### src/rtl/float_unpack_stage.sv
// ---------------------------------------------------------------------------
// float_unpack_stage
//
// Two-stage pipelined unpacker for packed IEEE-754 words. S1 captures the raw
// word; the S1->S2 transfer splits it into sign/exponent/significand and
// classifies it. All io_out_* ports come straight from S2 registers.
//
// Ports:
//   clock               single clock, rising edge
//   reset               asynchronous, active-low reset
//   io_in_valid/ready   input stream handshake
//   io_in_bits          packed word {sign, exponent[EXP_W], significand[SIG_W]}
//   io_flush            synchronous drop of both pipeline stages
//   io_out_valid/ready  output stream handshake
//   io_out_sign         sign field
//   io_out_exponent     exponent field
//   io_out_significand  significand field
//   io_out_class        0=zero 1=subnormal 2=normal 3=inf 4=qNaN 5=sNaN
//
// Optional build macro FLOAT_UNPACK_STATS_EN adds:
//   io_stats_clear      synchronous clear of both counters (wins over increment)
//   io_nan_count        saturating count of delivered NaN bundles
//   io_subnormal_count  saturating count of delivered subnormal bundles
// ---------------------------------------------------------------------------
module float_unpack_stage #(
  parameter int EXP_W = 8,
  parameter int SIG_W = 23
) (
  input  logic                   clock,
  input  logic                   reset,
  input  logic                   io_in_valid,
  output logic                   io_in_ready,
  input  logic [EXP_W+SIG_W:0]   io_in_bits,
  input  logic                   io_flush,
`ifdef FLOAT_UNPACK_STATS_EN
  input  logic                   io_stats_clear,
  output logic [15:0]            io_nan_count,
  output logic [15:0]            io_subnormal_count,
`endif
  output logic                   io_out_valid,
  input  logic                   io_out_ready,
  output logic                   io_out_sign,
  output logic [EXP_W-1:0]       io_out_exponent,
  output logic [SIG_W-1:0]       io_out_significand,
  output logic [2:0]             io_out_class
);

  localparam int IN_W = 1 + EXP_W + SIG_W;

  localparam logic [2:0] CLS_ZERO   = 3'd0;
  localparam logic [2:0] CLS_SUBNRM = 3'd1;
  localparam logic [2:0] CLS_NORMAL = 3'd2;
  localparam logic [2:0] CLS_INF    = 3'd3;
  localparam logic [2:0] CLS_QNAN   = 3'd4;
  localparam logic [2:0] CLS_SNAN   = 3'd5;

  // Field classification; the significand MSB is the quiet bit for NaNs.
  function automatic logic [2:0] classify(input logic [EXP_W-1:0] e,
                                          input logic [SIG_W-1:0] s);
    logic [2:0] c;
    c = CLS_NORMAL;
    if (e == {EXP_W{1'b0}}) begin
      if (s == {SIG_W{1'b0}}) begin
        c = CLS_ZERO;
      end else begin
        c = CLS_SUBNRM;
      end
    end else if (e == {EXP_W{1'b1}}) begin
      if (s == {SIG_W{1'b0}}) begin
        c = CLS_INF;
      end else if (s[SIG_W-1]) begin
        c = CLS_QNAN;
      end else begin
        c = CLS_SNAN;
      end
    end else begin
      c = CLS_NORMAL;
    end
    return c;
  endfunction

  logic            s1_valid_r;
  logic [IN_W-1:0] s1_word_r;
  logic            s2_valid_r;
  logic            s2_sign_r;
  logic [EXP_W-1:0] s2_exp_r;
  logic [SIG_W-1:0] s2_sig_r;
  logic [2:0]      s2_class_r;

  logic            s2_free_s;
  logic            s1_free_s;
  logic            in_fire_s;
  logic            s1_adv_s;
  logic            out_fire_s;
  logic [EXP_W-1:0] s1_exp_s;
  logic [SIG_W-1:0] s1_sig_s;
  logic [2:0]      s1_class_s;

  // Handshake and decode terms; io_in_ready intentionally sees io_out_ready.
  always_comb begin
    s2_free_s  = !s2_valid_r || io_out_ready;
    s1_free_s  = !s1_valid_r || s2_free_s;
    in_fire_s  = io_in_valid && s1_free_s;
    s1_adv_s   = s1_valid_r && s2_free_s;
    out_fire_s = s2_valid_r && io_out_ready;
    s1_exp_s   = s1_word_r[IN_W-2 -: EXP_W];
    s1_sig_s   = s1_word_r[SIG_W-1:0];
    s1_class_s = classify(s1_exp_s, s1_sig_s);
  end

  assign io_in_ready = s1_free_s;

  // S1 stage: raw word capture. Flush drops valid and leaves data untouched.
  always_ff @(posedge clock or negedge reset) begin
    if (!reset) begin
      s1_valid_r <= 1'b0;
      s1_word_r  <= {IN_W{1'b0}};
    end else if (io_flush) begin
      s1_valid_r <= 1'b0;
    end else if (in_fire_s) begin
      s1_valid_r <= 1'b1;
      s1_word_r  <= io_in_bits;
    end else if (s1_adv_s) begin
      s1_valid_r <= 1'b0;
    end else begin
      s1_valid_r <= s1_valid_r;
    end
  end

  // S2 stage: decoded fields and class, which are the output registers.
  always_ff @(posedge clock or negedge reset) begin
    if (!reset) begin
      s2_valid_r <= 1'b0;
      s2_sign_r  <= 1'b0;
      s2_exp_r   <= {EXP_W{1'b0}};
      s2_sig_r   <= {SIG_W{1'b0}};
      s2_class_r <= CLS_ZERO;
    end else if (io_flush) begin
      s2_valid_r <= 1'b0;
    end else if (s1_adv_s) begin
      s2_valid_r <= 1'b1;
      s2_sign_r  <= s1_word_r[IN_W-1];
      s2_exp_r   <= s1_exp_s;
      s2_sig_r   <= s1_sig_s;
      s2_class_r <= s1_class_s;
    end else if (out_fire_s) begin
      s2_valid_r <= 1'b0;
    end else begin
      s2_valid_r <= s2_valid_r;
    end
  end

  assign io_out_valid       = s2_valid_r;
  assign io_out_sign        = s2_sign_r;
  assign io_out_exponent    = s2_exp_r;
  assign io_out_significand = s2_sig_r;
  assign io_out_class       = s2_class_r;

`ifdef FLOAT_UNPACK_STATS_EN
  logic [15:0] nan_cnt_r;
  logic [15:0] sub_cnt_r;
  logic        nan_inc_s;
  logic        sub_inc_s;

  // A handshake coincident with a flush still counts as delivered.
  always_comb begin
    nan_inc_s = out_fire_s && ((s2_class_r == CLS_QNAN) || (s2_class_r == CLS_SNAN));
    sub_inc_s = out_fire_s && (s2_class_r == CLS_SUBNRM);
  end

  // Saturating NaN counter.
  always_ff @(posedge clock or negedge reset) begin
    if (!reset) begin
      nan_cnt_r <= 16'd0;
    end else if (io_stats_clear) begin
      nan_cnt_r <= 16'd0;
    end else if (nan_inc_s && (nan_cnt_r != 16'hFFFF)) begin
      nan_cnt_r <= nan_cnt_r + 16'd1;
    end else begin
      nan_cnt_r <= nan_cnt_r;
    end
  end

  // Saturating subnormal counter.
  always_ff @(posedge clock or negedge reset) begin
    if (!reset) begin
      sub_cnt_r <= 16'd0;
    end else if (io_stats_clear) begin
      sub_cnt_r <= 16'd0;
    end else if (sub_inc_s && (sub_cnt_r != 16'hFFFF)) begin
      sub_cnt_r <= sub_cnt_r + 16'd1;
    end else begin
      sub_cnt_r <= sub_cnt_r;
    end
  end

  assign io_nan_count       = nan_cnt_r;
  assign io_subnormal_count = sub_cnt_r;
`endif

endmodule

### config.mk
export PLATFORM = sky130hd
export DESIGN_NAME = float_unpack_stage
export DESIGN_NICKNAME = d
export VERILOG_FILES = /design/src/rtl/float_unpack_stage.sv
export SDC_FILE = /design/constraint.sdc
export NUM_CORES = 1
export LEC_CHECK = 0
export ABC_CLOCK_PERIOD_IN_PS = 1620
export CAP_MARGIN = 20
export CORE_AREA = 2 2 83 85
export DETAILED_ROUTE_END_ITERATION = 10
export DIE_AREA = 0 0 85 87
export PLACE_DENSITY = 0.74
export SYNTH_ARGS = -nofsm -noshare
export SYNTH_HDL_FRONTEND = slang
export SYNTH_SLANG_ARGS = --single-unit
export TNS_END_PERCENT = 10
### constraint.sdc
create_clock -name clock -period 1.62 [get_ports clock]
set_input_delay 0.324 -clock clock [delete_from_list [all_inputs] [get_ports clock]]
set_output_delay 0.324 -clock clock [all_outputs]
set_load 0.02 [all_outputs]
# == After elaboration in Yosys (flattened, before gate mapping) ==
# Cells that the tools add are included.
# word_totals
output_inout_bits,37
inputBits,37
register_bits,69
wordCells,33
# op_classes
n_bitwise,1
n_mux,11
eq_ne,1
n_reduce_logical,13
# ops
operator,count
$logic_not 23->1,1
$mux 3,3
$eq 8x8->1 const B,1
$logic_not 8->1,1
$mux 1,8
$reduce_bool 3->1,2
$reduce_and 2->1,2
$logic_and 1x1->1,3
$logic_not 1->1,2
$logic_or 1x1->1,2
$not 1->1,1

# == Logic depth before layout (Yosys ltp) ==
# depth
word_depth,6
mapped_depth,6

# == Worst setup path before layout ==
# Ideal clock, no wire load.
# synth_path
kind,reg-to-reg
from,"register s2_valid_r, in the netlist io_out_valid"
to,register s1_word_r[0]
t_arrival_ps,1559
setup_slack_ps,-63
path_buffers,1
path_stages_with_launch,6
cell_sequence,dfrtp_1 > nor2b_4 > nand2_1 > nand3b_1 > buf_2 > mux2_2
# synth_via
elab_chain_len,5
# synth_rtl
item,line_no,text
"start, declared",84,logic s2_valid_r;
"start signal, assigned",149,s2_valid_r <= s2_valid_r;
$logic_not 1->1,101,s2_free_s = !s2_valid_r || io_out_ready;
$logic_or 1x1->1,101,
$logic_or 1x1->1,102,s1_free_s = !s1_valid_r || s2_free_s;
via io_in_ready,32,"output logic io_in_ready,"
$logic_and 1x1->1,103,in_fire_s = io_in_valid && s1_free_s;
$reduce_and 2->1 (no line),-,
"end signal, assigned",117,s1_word_r <= {IN_W{1'b0}};
"end signal, assigned",122,s1_word_r <= io_in_bits;
"end, declared",83,logic [IN_W-1:0] s1_word_r;
# The timed path passes the listed nets, and every way through them passes these cells.
# A chain may end at the register's enable or synchronous reset.

# == Worst setup path in the final report ==
# layout_path
from,input io_out_ready
to,"register s2_exp_r[2], in the netlist io_out_exponent[2]"
# layout_via
elab_chain_len,3
# layout_rtl
item,line_no,text
"start, declared",41,"input logic io_out_ready,"
$logic_or 1x1->1,101,
$logic_and 1x1->1,104,s1_adv_s = s1_valid_r && s2_free_s;
$reduce_and 2->1 (no line),-,
"end signal, assigned",135,s2_exp_r <= {EXP_W{1'b0}};
"end signal, assigned",143,s2_exp_r <= s1_exp_s;
"end, declared",86,logic [EXP_W-1:0] s2_exp_r;
# Every way passes these cells.

==> run summary <==
Leakage power of the design - 1.73 nW
I/O pin count - 74
Net count of the finished layout - 294
Count of flip-flops with a built-in enable after synthesis - 0
Per-cell routed wire length - 15.6 µm
Post-synth top flop - sky130_fd_sc_hd__dfrtp_1
Cell taking the most area after synthesis - sky130_fd_sc_hd__dfrtp_1
CP max FO - 17
Capturing element type of the critical path - flop
First-pass iteration count of the detailed router - 2
Vias - 1663
CTS Sinks - 69
Warnings from Yosys - 0
Multi-input logic area - 961 µm²
Highest signal layer in the routed design - met4
Share of the synthesized area in the top cell type - 63.0%
Setup violations, final - 0
Number of buffers inserted during clock tree synthesis - 9
Sequential share of power - 44.0%
Chip width - 85 µm
Clock share of power - 31.6%
P per Cell Area - 1390 nW/µm²
Share of power burned in combinational logic - 24.4%
Maximum Capacitance Violations - 0
DR DRC count - 0
Number of storage elements in the synthesis netlist - 69
Sequential share of the synthesized area - 63.0%
Synth Instances - 172
Headroom to the max-slew limit - 71.3%
Count of standard-cell rows - 30
Metal2 WL - 2730 µm
Final period utilization - 96.6%
Switching power of the nets - 1.47 mW
Cell Area, Placed - 3620 µm²
Detail Route Antenna Nets - 0
Highest ir drop seen on vdd - 711 µV
Pins Over Slew Limit - 0
Start-to-end type of the worst setup path - in2reg
Clock Tree Root - sky130_fd_sc_hd__clkbuf_8
First-pass GRT wire length - 8390 µm
Via-to-Cell Ratio - 4.86
Clock latency of the later-clocked register in the worst-skew pair - 330 ps
Worst Hold Class - in2async
Setup Fix Bufs, Post-CTS - 0
Minimum period implied by the final worst setup slack - 1570 ps
Number of global-route vias before repair - 1678
H-tree lvl count - 3
Dominant cell by count in the synthesized netlist - sky130_fd_sc_hd__dfrtp_1
Source of the critical timing path - io_out_ready
P_int - 3.86 mW
Detail Route met3 WL - 231 µm
Final Core Density - 58.3%
Origin of the critical flop-to-flop path - io_out_valid
GP Congestion - 0.713
Die Outline Area - 7400 µm²
Port buffer count - 73
Share of synthesized flip-flops with an asynchronous set or reset - 100%
Starting density of the core - 41.7%
Antenna diodes - 0
Syn_area_per_cell - 15.9 µm²
P&R area growth vs syn - 39.6%
Cell area after synthesis - 2740 µm²
Setup repair after global routing missed its margin - false
Filler Cells Inserted - 526
Starting DRT DRC Count - 65
Final Non-Filler Cells - 342
Arrival time at the worst endpoint - 1780 ps
Final global-route overflow total - 0
Sw Ratio - 27.6%
Core ar. - 6570 µm²
Transition time at the pin with the least slew margin - 427 ps
Max Buffers Root-to-Sink - 2
Placed Instances - 325
Metal-1 WL - 2280 µm
Maximum number of pins on one net before global-route repair - 33
Initial antenna violation count - 0
Top area cells in the synthesized netlist - sky130_fd_sc_hd__dfrtp_1 63%, sky130_fd_sc_hd__mux2_2 21%, sky130_fd_sc_hd__mux2_4 7.7%
Crit path launch type - input pin
Detailed placement HPWL - 3800 µm
Fraction of layout instances using a drive strength above 1 - 35.1%
Height of the die - 87 µm
Post-Synthesis Net Count - 209
Clock skew - 6.70 ps
Storage cell area - 1730 µm²
Final count of hold timing violations - 0
GRT Total Usage - 15.1%
Required time at the endpoint of the critical path - 1840 ps
Count of unique library cells instantiated by Yosys - 19
CTS clock-pin slew for the worst setup and hold paths - 70 ps
Total routed wirelength - 5340 µm
Maximum frequency from static timing analysis - 639 MHz
Top cells by count, synth - 69 x sky130_fd_sc_hd__dfrtp_1, 50 x sky130_fd_sc_hd__mux2_2, 14 x sky130_fd_sc_hd__mux2_4
Run status - complete, no violations
Design Area, Final - 3830 µm²
CTS tree - done
==> registers in the layout, indices dropped and copies added, names as in the netlist <==
signal and cells:
s1_word_r 32, io_out_significand 23, io_out_exponent 8, io_out_class 3
io_out_sign 1, io_out_valid 1, s1_valid_r 1
==> path summary, 6_finish.rpt <==
| kind | endpoint | slack [ps] | depth (start not counted) |
|---|---|---|---|
| max | io_out_exponent[2] | 50 | 5 |
| min in group clock | io_out_significand[2] | 500 | 1 |
| max in group asynchronous | io_out_class[2] | 620 | 3 |
| min | s1_word_r[14] | 450 | 2 |
| max reg2reg | io_out_exponent[2] | 80 | 4 |
| min reg2reg | io_out_significand[2] | 500 | 1 |
==> routing by layer <==
layer	vias up	track usage, %
li1	785	-
met3	8	3.41
met5	-	0
met4	0	8.66
met2	39	23.5
met1	831	19.6
==> repair_timing <==
item,4_1_cts,5_1_grt
endpoints found under the setup margin,37,1
hold buffers,1,0
resized for setup,38,1
hold endpoints to repair,28,0
==> power by group through the flow <==
stage               clock [mW]  sequential, mW  combinational (mW)
CTS                       1.74            2.35                1.32
global route              1.82            2.40                1.37
finish                    1.68            2.34                1.30
floorplan                    0            2.64               0.465
global placement             0            2.38                1.47
detailed placement           0            2.39                1.49
==> placed cells by master (no fill, tap or decap), types with 2 or more instances in the layout <==
cell / n
sky130_fd_sc_hd__nor2_1: 7
sky130_fd_sc_hd__nor3_1: 2
sky130_fd_sc_hd__nand4_1: 3
sky130_fd_sc_hd__clkdlybuf4s50_1: 35
sky130_fd_sc_hd__buf_12: 4
sky130_fd_sc_hd__or4_1: 2
sky130_fd_sc_hd__mux2_2: 50
sky130_fd_sc_hd__buf_4: 4
sky130_fd_sc_hd__clkinvlp_4: 2
sky130_fd_sc_hd__dlygate4sd2_1: 36
sky130_fd_sc_hd__nor4_1: 5
sky130_fd_sc_hd__dfrtp_1: 68
sky130_fd_sc_hd__o21ai_0: 2
sky130_fd_sc_hd__a21oi_1: 2
sky130_fd_sc_hd__mux2_4: 14
sky130_fd_sc_hd__clkbuf_8: 10
sky130_fd_sc_hd__bufinv_16: 3
sky130_fd_sc_hd__nand2_1: 3
==> worst max-delay path, cell delays in order <==
cell	delay (ps)
sky130_fd_sc_hd__clkdlybuf4s50_1	510
sky130_fd_sc_hd__nor2b_4	50
sky130_fd_sc_hd__or3b_4	410
sky130_fd_sc_hd__buf_12	180
sky130_fd_sc_hd__mux2_4	300
==> per-stage QoR <==
step | TNS (ps) | hold WS [ps] | total power, mW | setup WS (ps)
after floorplan | -284 | 28.4 | 3.10 | -23.7
after global placement | -15180 | 275 | 3.85 | -267
after detailed placement | -17370 | 278 | 3.88 | -291
after CTS | 0 | 447 | 5.41 | 7.00
after global routing | 0 | 467 | 5.59 | 19.6
final | 0 | 448 | 5.33 | 54.4
==> logic make-up (layout without fill, tap and decap cells) <==
family / count (synthesis) / after routing / share of synthesized area, %
and+or+nand+nor: 26 / 26 / 5.52
buffers and inverters: 7 / 97 / 1.96
DFF: 69 / 69 / 63.0
muxes: 64 / 64 / 28.2
AOI/OAI and AO/OA: 6 / 6 / 1.32
==> final cells by class <==
cell class	count	share of cell area, %
sequential	69	45.1
multi-input combinational	96	25.1
timing repair buffer	81	20.7
clock buffer	10	3.60
clock inverter	6	2.88
tap	80	2.62
Power figures use the tool's default switching activity.
